[config.mk]
export PLATFORM = sky130hd
export DESIGN_NAME = usb_asp_spi_responder
export DESIGN_NICKNAME = d
export VERILOG_FILES = /design/src/rtl/usb_asp_spi_responder_pkg.sv /design/src/rtl/usb_asp_sync_edge.sv /design/src/rtl/usb_asp_spi_responder.sv
export SDC_FILE = /design/constraint.sdc
export NUM_CORES = 1
export LEC_CHECK = 0
export ABC_AREA = 1
export CORE_AREA = 2 2 74 76
export DETAILED_ROUTE_END_ITERATION = 7
export DIE_AREA = 0 0 76 78
export PLACE_DENSITY_LB_ADDON = 0.3
export SYNTH_ARGS = -nofsm -noshare
export SYNTH_HDL_FRONTEND = slang
export SYNTH_HIERARCHICAL = 1
export SYNTH_SLANG_ARGS = --single-unit
[constraint.sdc]
create_clock -name clk -period 4.9 [get_ports clk]
set_clock_uncertainty 0.15 [all_clocks]
set_input_delay 0.98 -clock clk [delete_from_list [all_inputs] [get_ports clk]]
set_output_delay 0.98 -clock clk [all_outputs]
set_load 0.05 [all_outputs]
[src/rtl/usb_asp_spi_responder_pkg.sv]
`default_nettype none
// ============================================================================
// usb_asp_spi_responder_pkg
// Shared constants and state encoding for the mode-3 SPI responder.
// Revision: 1.0
// ============================================================================
package usb_asp_spi_responder_pkg;

  localparam logic       SPI_CPOL          = 1'b1;
  localparam logic       SPI_CPHA          = 1'b1;
  localparam logic [7:0] IDLE_BYTE_DEFAULT = 8'hFF;
  localparam int         SYNC_STAGES_MIN   = 2;

  typedef enum logic [0:0] {
    ST_IDLE   = 1'b0,
    ST_SELECT = 1'b1
  } state_e;

endpackage
`default_nettype wire

[src/rtl/usb_asp_sync_edge.sv]
`default_nettype none
// ============================================================================
// usb_asp_sync_edge
// STAGES-flop synchronizer plus history flop producing rise/fall pulses.
// Revision: 1.0
// ============================================================================
module usb_asp_sync_edge #(
  parameter int   STAGES    = 2,
  parameter logic RESET_VAL = 1'b0
) (
  input  logic clk,
  input  logic reset,
  input  logic d_i,
  output logic rise_o,
  output logic fall_o
);

  logic [STAGES-1:0] sync_q;
  logic              hist_q;

  // Preset to the line's idle level so reset release never fakes an edge.
  always_ff @(posedge clk or posedge reset) begin
    if (reset) begin
      sync_q <= {STAGES{RESET_VAL}};
      hist_q <= RESET_VAL;
    end else begin
      sync_q <= {sync_q[STAGES-2:0], d_i};
      hist_q <= sync_q[STAGES-1];
    end
  end

  assign rise_o = sync_q[STAGES-1] & ~hist_q;
  assign fall_o = ~sync_q[STAGES-1] & hist_q;

endmodule
`default_nettype wire

[src/rtl/usb_asp_spi_responder.sv]
`default_nettype none
// ============================================================================
// usb_asp_spi_responder
// Mode-3 SPI target: MOSI bytes to a sink, MISO bytes from a 1-entry holding reg.
// Revision: 1.0
// ============================================================================
module usb_asp_spi_responder
  import usb_asp_spi_responder_pkg::*;
#(
  parameter logic [7:0] IDLE_BYTE   = IDLE_BYTE_DEFAULT,
  parameter int         SYNC_STAGES = SYNC_STAGES_MIN
) (
  input  logic       clk,
  input  logic       reset,
  input  logic       spi_clk,
  input  logic       spi_csn,
  input  logic       spi_mosi,
  output logic       spi_miso,
  output logic       spi_miso_oe,
  input  logic [7:0] tx_data,
  input  logic       tx_valid,
  output logic       tx_ready,
  output logic [7:0] rx_data,
  output logic       rx_valid,
  output logic       rx_first,
  output logic       frame_start,
  output logic       frame_end,
  output logic       tx_underrun,
  output logic       rx_partial,
  output logic [7:0] byte_count
);

  logic sck_rise, sck_fall, csn_rise, csn_fall;

  usb_asp_sync_edge #(.STAGES(SYNC_STAGES), .RESET_VAL(SPI_CPOL)) u_sync_sck (
    .clk    (clk),
    .reset  (reset),
    .d_i    (spi_clk),
    .rise_o (sck_rise),
    .fall_o (sck_fall)
  );

  usb_asp_sync_edge #(.STAGES(SYNC_STAGES), .RESET_VAL(1'b1)) u_sync_csn (
    .clk    (clk),
    .reset  (reset),
    .d_i    (spi_csn),
    .rise_o (csn_rise),
    .fall_o (csn_fall)
  );

  // MOSI shares the SCK pipeline depth so it is aligned with sck_rise.
  logic [SYNC_STAGES-1:0] mosi_sync_q;
  logic                   mosi_s;

  always_ff @(posedge clk or posedge reset) begin
    if (reset) mosi_sync_q <= '0;
    else       mosi_sync_q <= {mosi_sync_q[SYNC_STAGES-2:0], spi_mosi};
  end

  assign mosi_s = mosi_sync_q[SYNC_STAGES-1];

  state_e state_q, state_d;

  always_ff @(posedge clk or posedge reset) begin
    if (reset) state_q <= ST_IDLE;
    else       state_q <= state_d;
  end

  always_comb begin
    state_d = state_q;
    case (state_q)
      ST_IDLE:   if (csn_fall) state_d = ST_SELECT;
      ST_SELECT: if (csn_rise) state_d = ST_IDLE;
      default:   state_d = ST_IDLE;
    endcase
  end

  logic miso_q;

  always_comb begin
    spi_miso_oe = 1'b0;
    spi_miso    = 1'b1;
    if (state_q == ST_SELECT) begin
      spi_miso_oe = 1'b1;
      spi_miso    = miso_q;
    end
  end

  logic [2:0] bit_cnt_q;
  logic [6:0] rx_shift_q;
  logic [7:0] tx_shift_q;
  logic [7:0] hold_q;
  logic       hold_full_q;
  logic       first_q;
  logic [7:0] rx_data_q, byte_count_q;
  logic       rx_valid_q, rx_first_q, frame_start_q, frame_end_q;
  logic       underrun_q, partial_q;

  always_ff @(posedge clk or posedge reset) begin
    if (reset) begin
      bit_cnt_q     <= 3'd0;
      rx_shift_q    <= 7'd0;
      tx_shift_q    <= 8'd0;
      hold_q        <= 8'd0;
      hold_full_q   <= 1'b0;
      first_q       <= 1'b0;
      miso_q        <= 1'b1;
      rx_data_q     <= 8'd0;
      byte_count_q  <= 8'd0;
      rx_valid_q    <= 1'b0;
      rx_first_q    <= 1'b0;
      frame_start_q <= 1'b0;
      frame_end_q   <= 1'b0;
      underrun_q    <= 1'b0;
      partial_q     <= 1'b0;
    end else begin
      rx_valid_q    <= 1'b0;
      rx_first_q    <= 1'b0;
      frame_start_q <= 1'b0;
      frame_end_q   <= 1'b0;
      underrun_q    <= 1'b0;
      partial_q     <= 1'b0;

      // A load and an accept never collide: a load only empties a full register.
      if (tx_valid && !hold_full_q) begin
        hold_q      <= tx_data;
        hold_full_q <= 1'b1;
      end

      if (state_q == ST_IDLE) begin
        if (csn_fall) begin
          frame_start_q <= 1'b1;
          byte_count_q  <= 8'd0;
          bit_cnt_q     <= 3'd0;
          first_q       <= 1'b1;
        end
      end else if (csn_rise) begin
        frame_end_q <= 1'b1;
        partial_q   <= (bit_cnt_q != 3'd0);
        bit_cnt_q   <= 3'd0;
        miso_q      <= 1'b1;
      end else begin
        if (sck_fall) begin
          if (bit_cnt_q == 3'd0) begin
            if (hold_full_q) begin
              miso_q      <= hold_q[7];
              tx_shift_q  <= {hold_q[6:0], 1'b0};
              hold_full_q <= 1'b0;
            end else begin
              miso_q     <= IDLE_BYTE[7];
              tx_shift_q <= {IDLE_BYTE[6:0], 1'b0};
              underrun_q <= 1'b1;
            end
          end else begin
            miso_q     <= tx_shift_q[7];
            tx_shift_q <= {tx_shift_q[6:0], 1'b0};
          end
        end
        if (sck_rise) begin
          rx_shift_q <= {rx_shift_q[5:0], mosi_s};
          bit_cnt_q  <= bit_cnt_q + 3'd1;
          if (bit_cnt_q == 3'd7) begin
            rx_data_q  <= {rx_shift_q, mosi_s};
            rx_valid_q <= 1'b1;
            rx_first_q <= first_q;
            first_q    <= 1'b0;
            if (byte_count_q != 8'hFF) byte_count_q <= byte_count_q + 8'd1;
          end
        end
      end
    end
  end

  assign tx_ready    = ~hold_full_q;
  assign rx_data     = rx_data_q;
  assign rx_valid    = rx_valid_q;
  assign rx_first    = rx_first_q;
  assign frame_start = frame_start_q;
  assign frame_end   = frame_end_q;
  assign tx_underrun = underrun_q;
  assign rx_partial  = partial_q;
  assign byte_count  = byte_count_q;

endmodule
`default_nettype wire

==> results_dict.tcl, run 1 <==
set metrics [dict create \
    status "completed" \
    fp.dieW_um 76 \
    fp-row-count 26 \
    die_y_um 78 \
    p_total_mw 1.480 \
    worstPathRequired_ns 3.77 \
    nNetsFinal 313 \
    yosysTopAreaCell "dfrtp_1" \
    r2r-end "byte_count[5]" \
    clock_latency_ns 0.34 \
    leakagePower_nw 1.457 \
    cts_inserted_buffers 9 \
    finalSetupViolCount 0 \
    place.gp.congestion 0.7076 \
    synthFlopType "dfrtp_1" \
    grt_max_degree 54 \
    path_buf_inv 2 \
    wl_met1_um 1938 \
    wl_per_cell_um 11.47 \
    ys_ff_latch 59 \
    fin_crit_sh 0.6564 \
    cts-root-buf "clkbuf_8" \
    critical_path_class "flop to primary output" \
    dr_wl_met3_um 220 \
    r2r_cells 7 \
    cts_resized 0 \
    dpl.hpwl_um 2937 \
    end_kind "primary output" \
    finalSetupTns_ns 0 \
    syn_to_final_growth_pct 25.49 \
    wl_met2_um 2000 \
    synth.net_count 268 \
    hold_path_end "mosi_sync_q[1]" \
    hold_path.class "flop to flop" \
    pre_cts_ws_ns 2.046 \
    slowest_stage "clkdlybuf4s50_1" \
    synth.area.top_cells "dfrtp_1 52%, nand2_1 7.5%, dfstp_2 7.4%" \
    final_layout_size_suffix_gt1_frac 0.1767 \
    relSlewSlack 0.2797 \
    async_reset_ff_frac 1.000 \
    drt-initial-drc-count 126 \
    period_needed_ns 3.216 \
    n_antenna_cell 0 \
    arrival_ns 2.09 \
    cap_violations 0 \
    fmax_mhz 310.9 \
    netlist_area_sq_um 2489 \
    core-area_sq_um 5042 \
    cts.reportedPaths.clkPinSlew_ns 0.06 \
    cts_buffer_depth 2 \
    antenna_left 0 \
    worstPathCellList "inv_2, or2_2, clkdlybuf4s50_1" \
    setup_ws_ns 1.684 \
    worst_path_dominant_cell_family "buffers and inverters" \
    worstHoldStart "mosi_sync_q[0]" \
    ctsHoldBuffers 0 \
    power_density_nw_per_um2 473.8 \
    syn_area_per_cell_sq_um 9.955 \
    io_buffer_count 38 \
    cts_setup_buffers 0 \
    critPathMaxFanout 12 \
    start_util 0.4935 \
    cts_num_sinks 59 \
    grt_pass1_vias 1691 \
    r2r-start "u_sync_csn/sync_q[1]" \
    synth_cell_type_count 26 \
    hold_viol_final 0 \
    yosys_warnings 6 \
    synth_edf_count 0 \
    cts_tree "done" \
    top_layer "met4" \
    cpPeakStageDelay_ns 0.70 \
    yosysTopAreaCellShare 0.5229 \
    grt_pass1_wl_um 7693 \
    h-tree-depth 3 \
    wl_um 4245 \
    synth-seq-area-share 0.5968 \
    grt_overflow 0 \
    vias 1762 \
    rsz0062_at_grt "false" \
    min_path_cells 0 \
    reg2reg_slack_ns 2.94 \
    drtPass1Iterations 4 \
    vdd_drop_max_mv 0.3792 \
    finish.utilization 0.6194 \
    die_area_sq_um 5928 \
    netlist_instances 250 \
    worst_pin_slew_ns 1.079 \
    grt_antenna_before_repair 0 \
    grt_usage 0.1658 \
    num_io_pins 39 \
    slew_violations 0 \
    drc 0 \
    cp-start-kind "flop" \
    viasPerCell 4.762 \
]
-- sequential cells by signal, indices dropped and copies added (netlist names) --
signal,flops
u_sync_sck/sync_q,2
u_sync_sck/hist_q,1
bit_cnt_q,3
first_q,1
rx_partial,1
state_q,1
rx_first,1
rx_data,8
frame_start,1
hold_q,8
u_sync_csn/sync_q,2
byte_count,8
hold_full_q,1
frame_end,1
u_sync_csn/hist_q,1
mosi_sync_q,2
rx_valid,1
tx_shift_q,7
rx_shift_q,7
miso_q,1
tx_underrun,1
-- synthesized netlist by cell type, types with 2 or more instances --
library cell	instances
a21oi_1	4
dfrtp_1	52
dfstp_2	7
ha_1	4
inv_1	31
inv_2	3
mux2_2	8
nand2_1	50
nand2_2	5
nand2_4	2
nand3_1	10
nor2_1	17
nor2_4	3
nor3_1	6
o21ai_0	26
o21ai_1	7
o21ai_2	6
-- layout make-up --
class	count	area, sq um
clock buffers	11	141.4
clock inverters	5	52.55
fillers	421	1919
inverters	34	127.6
multi-input cells	153	848.3
flip-flops and latches	59	1485
well taps	70	87.58
repair buffers	38	380.4
-- per-stage QoR --
stage	cell area [sq um]	cells	hold WS, ns
2_1_floorplan	2489	250	0.1812
3_3_place_gp	2929	354	0.1828
3_5_place_dp	2929	354	0.1847
4_1_cts	3123	370	0.1953
5_1_grt	3123	370	0.2031
6_report	3123	370	0.1957
-- metal layers --
metal	global-route usage	up-vias
met5	0	-
met1	0.2057	828
met3	0.05349	7
met4	0.08182	0
li1	-	888
met2	0.2634	39
-- worst max path at each step --
stage,endpoint,slack [ns],from,depth (start not counted)
global placement,spi_miso,2.06,state_q,3
floorplan,spi_miso,2.42,state_q,3
CTS,spi_miso,1.67,state_q,3
global route,spi_miso,1.61,state_q,3
finish,spi_miso,1.68,state_q,3
detailed placement,spi_miso,2.05,state_q,3
-- cells by family (layout without fill, tap and decap cells) --
| kind of cell | after synthesis | after routing | share of synthesized area |
|---|---|---|---|
| multiplexers | 8 | 8 | 0.03620 |
| adder cells (fa/ha/maj) | 4 | 4 | 0.02011 |
| AND/OR/NAND/NOR | 97 | 97 | 0.1860 |
| flip-flops | 59 | 59 | 0.5968 |
| buffers and inverters | 38 | 88 | 0.06234 |
| AO/OA/AOI/OAI | 44 | 44 | 0.09854 |
-- power by group --
group,internal (mW),total [mW],switching [mW]
logic,0.139,0.366,0.227
registers,0.608,0.680,0.0721
clock network,0.246,0.434,0.188
-- layout by cell type, fill, tap and decap left out, types with 2 or more instances in the layout --
cell / Yosys / routed
o21ai_1: 7 / 7
nand2_4: 2 / 2
clkbuf_8: 0 / 10
clkinv_2: 0 / 3
nand2_1: 50 / 50
inv_1: 31 / 30
nand3_1: 10 / 10
nor2_4: 3 / 3
o21ai_0: 26 / 26
nor3_1: 6 / 6
o21ai_2: 6 / 6
clkdlybuf4s50_1: 0 / 38
ha_1: 4 / 4
nor2_1: 17 / 17
dfrtp_1: 52 / 52
mux2_2: 8 / 8
a21oi_1: 4 / 4
inv_2: 3 / 4
dfstp_2: 7 / 7
nand2_2: 5 / 5
(Power assumes the default switching activity.)
==> inputs of run 2 (changes only) <==
Clock period 4.9 ns to 2.99 ns, I/O delays scaled along.
==> run 2 against run 1 <==
  * Register-to-register slack lost 1.9 ns
  * First-iteration DRC count shrank 11%
  * Via count shrank 1.5%
  * Largest cell class unchanged
  * Largest power group unchanged
  * Critical path depth is the same
  * Critical endpoint unchanged
==> results_dict.tcl, run 2 (synthesis results as in run 1) <==
set metrics [dict create \
    status "completed" \
    antenna_left 0 \
    fin_crit_sh 0.8358 \
    core-area_sq_um 5042 \
    drtPass1Iterations 4 \
    grt_pass1_wl_um 7238 \
    min_path_cells 0 \
    worstPathRequired_ns 2.24 \
    dpl.hpwl_um 2927 \
    die_y_um 78 \
    slew_violations 0 \
    critical_path_class "flop to primary output" \
    h-tree-depth 3 \
    io_buffer_count 38 \
    clock_latency_ns 0.33 \
    fp.dieW_um 76 \
    syn_to_final_growth_pct 26.60 \
    finalSetupViolCount 0 \
    grt_usage 0.1581 \
    grt_antenna_before_repair 0 \
    hold_viol_final 0 \
    place.gp.congestion 0.6801 \
    drt-initial-drc-count 112 \
    arrival_ns 1.75 \
    num_io_pins 39 \
    layout_common_cells "52 x dfrtp_1, 50 x nand2_1, 38 x clkdlybuf4s50_1" \
    cts-root-buf "clkbuf_8" \
    worst_pin_slew_ns 0.5546 \
    cap_violations 0 \
    drc 0 \
    cts_setup_buffers 0 \
    hold_path.class "flop to flop" \
    critPathLaunch "state_q" \
    viasPerCell 4.664 \
    period_needed_ns 2.499 \
    power_density_nw_per_um2 768.6 \
    leakagePower_nw 1.471 \
    r2r_cells 9 \
    final_common_cell "dfrtp_1" \
    grt_overflow 0 \
    worstHoldStart "u_sync_csn/sync_q[0]" \
    cts.reportedPaths.clkPinSlew_ns 0.06 \
    cts_buffer_depth 2 \
    cp-start-kind "flop" \
    n_antenna_cell 0 \
    num-fill-cells 423 \
    ctsHoldBuffers 0 \
    start_util 0.4935 \
    grt_pass1_vias 1640 \
    rsz0062_at_grt "false" \
    cts_resized 0 \
    hold_path_end "u_sync_csn/sync_q[1]" \
    vdd_drop_max_mv 0.5805 \
    fp-row-count 26 \
    finalSetupTns_ns 0 \
    final_layout_size_suffix_gt1_frac 0.1821 \
    cts_num_sinks 59 \
    reg2reg_slack_ns 1.02 \
    wl_per_cell_um 11.13 \
    critPathMaxFanout 5 \
    fmax_mhz 400.1 \
    relSlewSlack 0.6297 \
    vias 1735 \
    wl_um 4141 \
    cts_inserted_buffers 9 \
    end_kind "primary output" \
    nNetsFinal 315 \
    r2r-start "u_sync_sck/sync_q[1]" \
    grt_max_degree 30 \
    cts_tree "done" \
    setup_ws_ns 0.4908 \
    r2r-end "byte_count[6]" \
    pre_cts_ws_ns 0.8355 \
    die_area_sq_um 5928 \
]
-- run 2: final cells by class --
cell class	count	area [sq um]	area share
Timing Repair Buffer	40	407.9	0.1295
Inverter	34	127.6	0.04051
Multi-Input combinational cell	153	848.3	0.2693
Sequential cell	59	1485	0.4714
Clock inverter	5	52.55	0.01668
Tap cell	70	87.58	0.02780
Clock buffer	11	141.4	0.04488
-- run 2: how the worst max path moves through the flow --
| stage | end | slack [ns] |
|---|---|---|
| floorplan | spi_miso | 0.89 |
| global placement | spi_miso | 0.84 |
| detailed placement | spi_miso | 0.84 |
| CTS | spi_miso | 0.46 |
| global route | spi_miso | 0.43 |
| finish | spi_miso | 0.49 |
-- run 2: metal layers --
metal,GRT usage,wire (um),vias to the layer above,part of all wire
li1,-,-,895,-
met4,0.09273,86,0,0.021
met2,0.2500,1955,36,0.47
met1,0.1918,1924,795,0.46
met5,0,0,-,0
met3,0.05000,174,9,0.042
-- run 2: critical path, stage by stage (launching register included) --
cell,delay [ns]
dfrtp_1,0.38
inv_2,0.12
or2_2,0.13
clkdlybuf4s50_1,0.79
-- run 2: stage by stage --
| step | hold WS, ns | util | area (sq um) | total power, mW | std cells |
|---|---|---|---|---|---|
| after floorplan | 0.1812 | - | 2489 | 1.554 | 250 |
| after global placement | 0.1823 | 0.5864 | 2957 | 1.712 | 356 |
| after detailed placement | 0.1864 | 0.5864 | 2957 | 1.737 | 356 |
| after CTS | 0.2056 | 0.6248 | 3151 | 2.448 | 372 |
| after global routing | 0.2079 | 0.6248 | 3151 | 2.576 | 372 |
| final | 0.2057 | 0.6248 | 3151 | 2.422 | 372 |
-- run 2: where the power goes --
part / total, mW / internal (mW) / switching (mW)
combinational: 0.611 / 0.236 / 0.375
clock: 0.703 / 0.403 / 0.300
sequential: 1.11 / 0.996 / 0.111
==> inputs of run 3 (changes only) <==
Clock period 2.99 ns to 2.5 ns, I/O delays scaled along.
==> run 3 against run 2 <==
  * Clock power up 11%
  * Sequential power up 20%
  * Design area down 0.32%
  * Total power up 17%
  * Setup slack worse by 0.37 ns
  * Non-clock buffer count up 1
  * Worst hold slack worse by 0.0056 ns
  * Clock-buffer cell count up 2
  * Sequential share of layout area up 0.15 points
  * Wire length up 1.4%
==> results_dict.tcl, run 3 (synthesis results as in run 1) <==
set metrics [dict create \
    fin_crit_sh 0.9497 \
    reg2reg_slack_ns 0.56 \
    cts_inserted_buffers 9 \
    power_density_nw_per_um2 904.3 \
    worstPathRequired_ns 1.85 \
    final_layout_size_suffix_gt1_frac 0.1854 \
    grt_pass1_wl_um 7424 \
    cts_buffer_depth 2 \
    die_area_sq_um 5928 \
    end_kind "primary output" \
    fp.dieW_um 76 \
    vias 1757 \
    slew_violations 0 \
    h-tree-depth 3 \
    drt-initial-drc-count 114 \
    cts_resized 0 \
    hold_viol_final 0 \
    antenna_left 0 \
    cp-start-kind "flop" \
    critPathMaxFanout 10 \
    cts_tree "done" \
    cts-root-buf "clkbuf_8" \
    fmax_mhz 421.2 \
    arrival_ns 1.72 \
    layout_common_cells "52 x dfrtp_1, 50 x nand2_1, 37 x clkdlybuf4s50_1" \
    critical_path_class "flop to primary output" \
    num_io_pins 39 \
    dpl.hpwl_um 2999 \
    grt_usage 0.1623 \
    period_needed_ns 2.374 \
    cts_num_sinks 59 \
    wl_per_cell_um 11.28 \
    viasPerCell 4.723 \
    grt_antenna_before_repair 0 \
    n_antenna_cell 0 \
    start_util 0.4935 \
    wl_um 4197 \
    finalSetupViolCount 0 \
    stdcell_count 372 \
    nNetsFinal 316 \
    r2r-end "byte_count[6]" \
    core-area_sq_um 5042 \
    worst_pin_slew_ns 0.5021 \
    grt_max_degree 30 \
    hold_path.class "flop to flop" \
    leakagePower_nw 1.472 \
    cap_violations 0 \
    drtPass1Iterations 4 \
    cts.reportedPaths.clkPinSlew_ns 0.06 \
    critPathLaunch "hold_full_q" \
    vdd_drop_max_mv 0.6787 \
    ctsHoldBuffers 0 \
    final_common_cell "dfrtp_1" \
    drc 0 \
    syn_to_final_growth_pct 26.19 \
    status "completed" \
    io_buffer_count 38 \
    die_y_um 78 \
    grt_pass1_vias 1706 \
    cts_setup_buffers 0 \
    place.gp.congestion 0.7297 \
    fp-row-count 26 \
    rsz0062_at_grt "false" \
    relSlewSlack 0.6642 \
    r2r_cells 9 \
    clock_latency_ns 0.33 \
    finalSetupTns_ns 0 \
    grt_overflow 0 \
    r2r-start "u_sync_sck/sync_q[1]" \
    dp_cells 357 \
    endpoint "tx_ready" \
]
==> run 3: area by class of cell <==
class / count / area [sq um]
multi-input cells: 153 / 848.3
clock inverters: 2 / 10.01
clock buffers: 13 / 168.9
fillers: 433 / 1902
flip-flops and latches: 59 / 1485
well taps: 70 / 87.58
inverters: 34 / 127.6
repair buffers: 41 / 412.9
==> run 3: critical path, cell delays in order (launching register included) <==
cell and delay (ns):
dfrtp_1 0.40, inv_2 0.16, clkdlybuf4s50_1 0.83
==> run 3: worst min-delay path by stage <==
stage                           end                  from  cells past startpoint
3_3_place_gp         mosi_sync_q[1]        mosi_sync_q[0]                      0
6_report             mosi_sync_q[1]        mosi_sync_q[0]                      0
5_1_grt        u_sync_sck/sync_q[1]  u_sync_sck/sync_q[0]                      0
4_1_cts              mosi_sync_q[1]        mosi_sync_q[0]                      0
3_5_place_dp         mosi_sync_q[1]        mosi_sync_q[0]                      0
2_1_floorplan        mosi_sync_q[1]        mosi_sync_q[0]                      0
==> run 3: routing by layer <==
layer / track usage / vias to the layer above / wire [um]
met5: 0 / - / 0
met4: 0.1091 / 0 / 74
met3: 0.04767 / 8 / 155
met2: 0.2518 / 33 / 2030
met1: 0.1977 / 820 / 1936
li1: - / 896 / -
==> run 3: report_power, final <==
part | leakage [nW] | switching (mW) | internal, mW
combinational | 0.631 | 0.454 | 0.281
sequential | 0.746 | 0.136 | 1.19
clock | 0.0953 | 0.345 | 0.432
total | 1.47 | 0.935 | 1.91
==> run 3: per-stage QoR <==
stage	util	setup WS, ns	total power, mW	area (sq um)	hold WS, ns
4_1_cts	0.6228	0.09898	2.876	3141	0.2029
5_1_grt	0.6228	0.04559	3.021	3141	0.2085
3_3_place_gp	0.5873	0.4926	2.049	2962	0.1832
2_1_floorplan	-	0.5019	1.859	2489	0.1812
6_report	0.6228	0.1258	2.840	3141	0.2001
3_5_place_dp	0.5873	0.4782	2.084	2962	0.1889
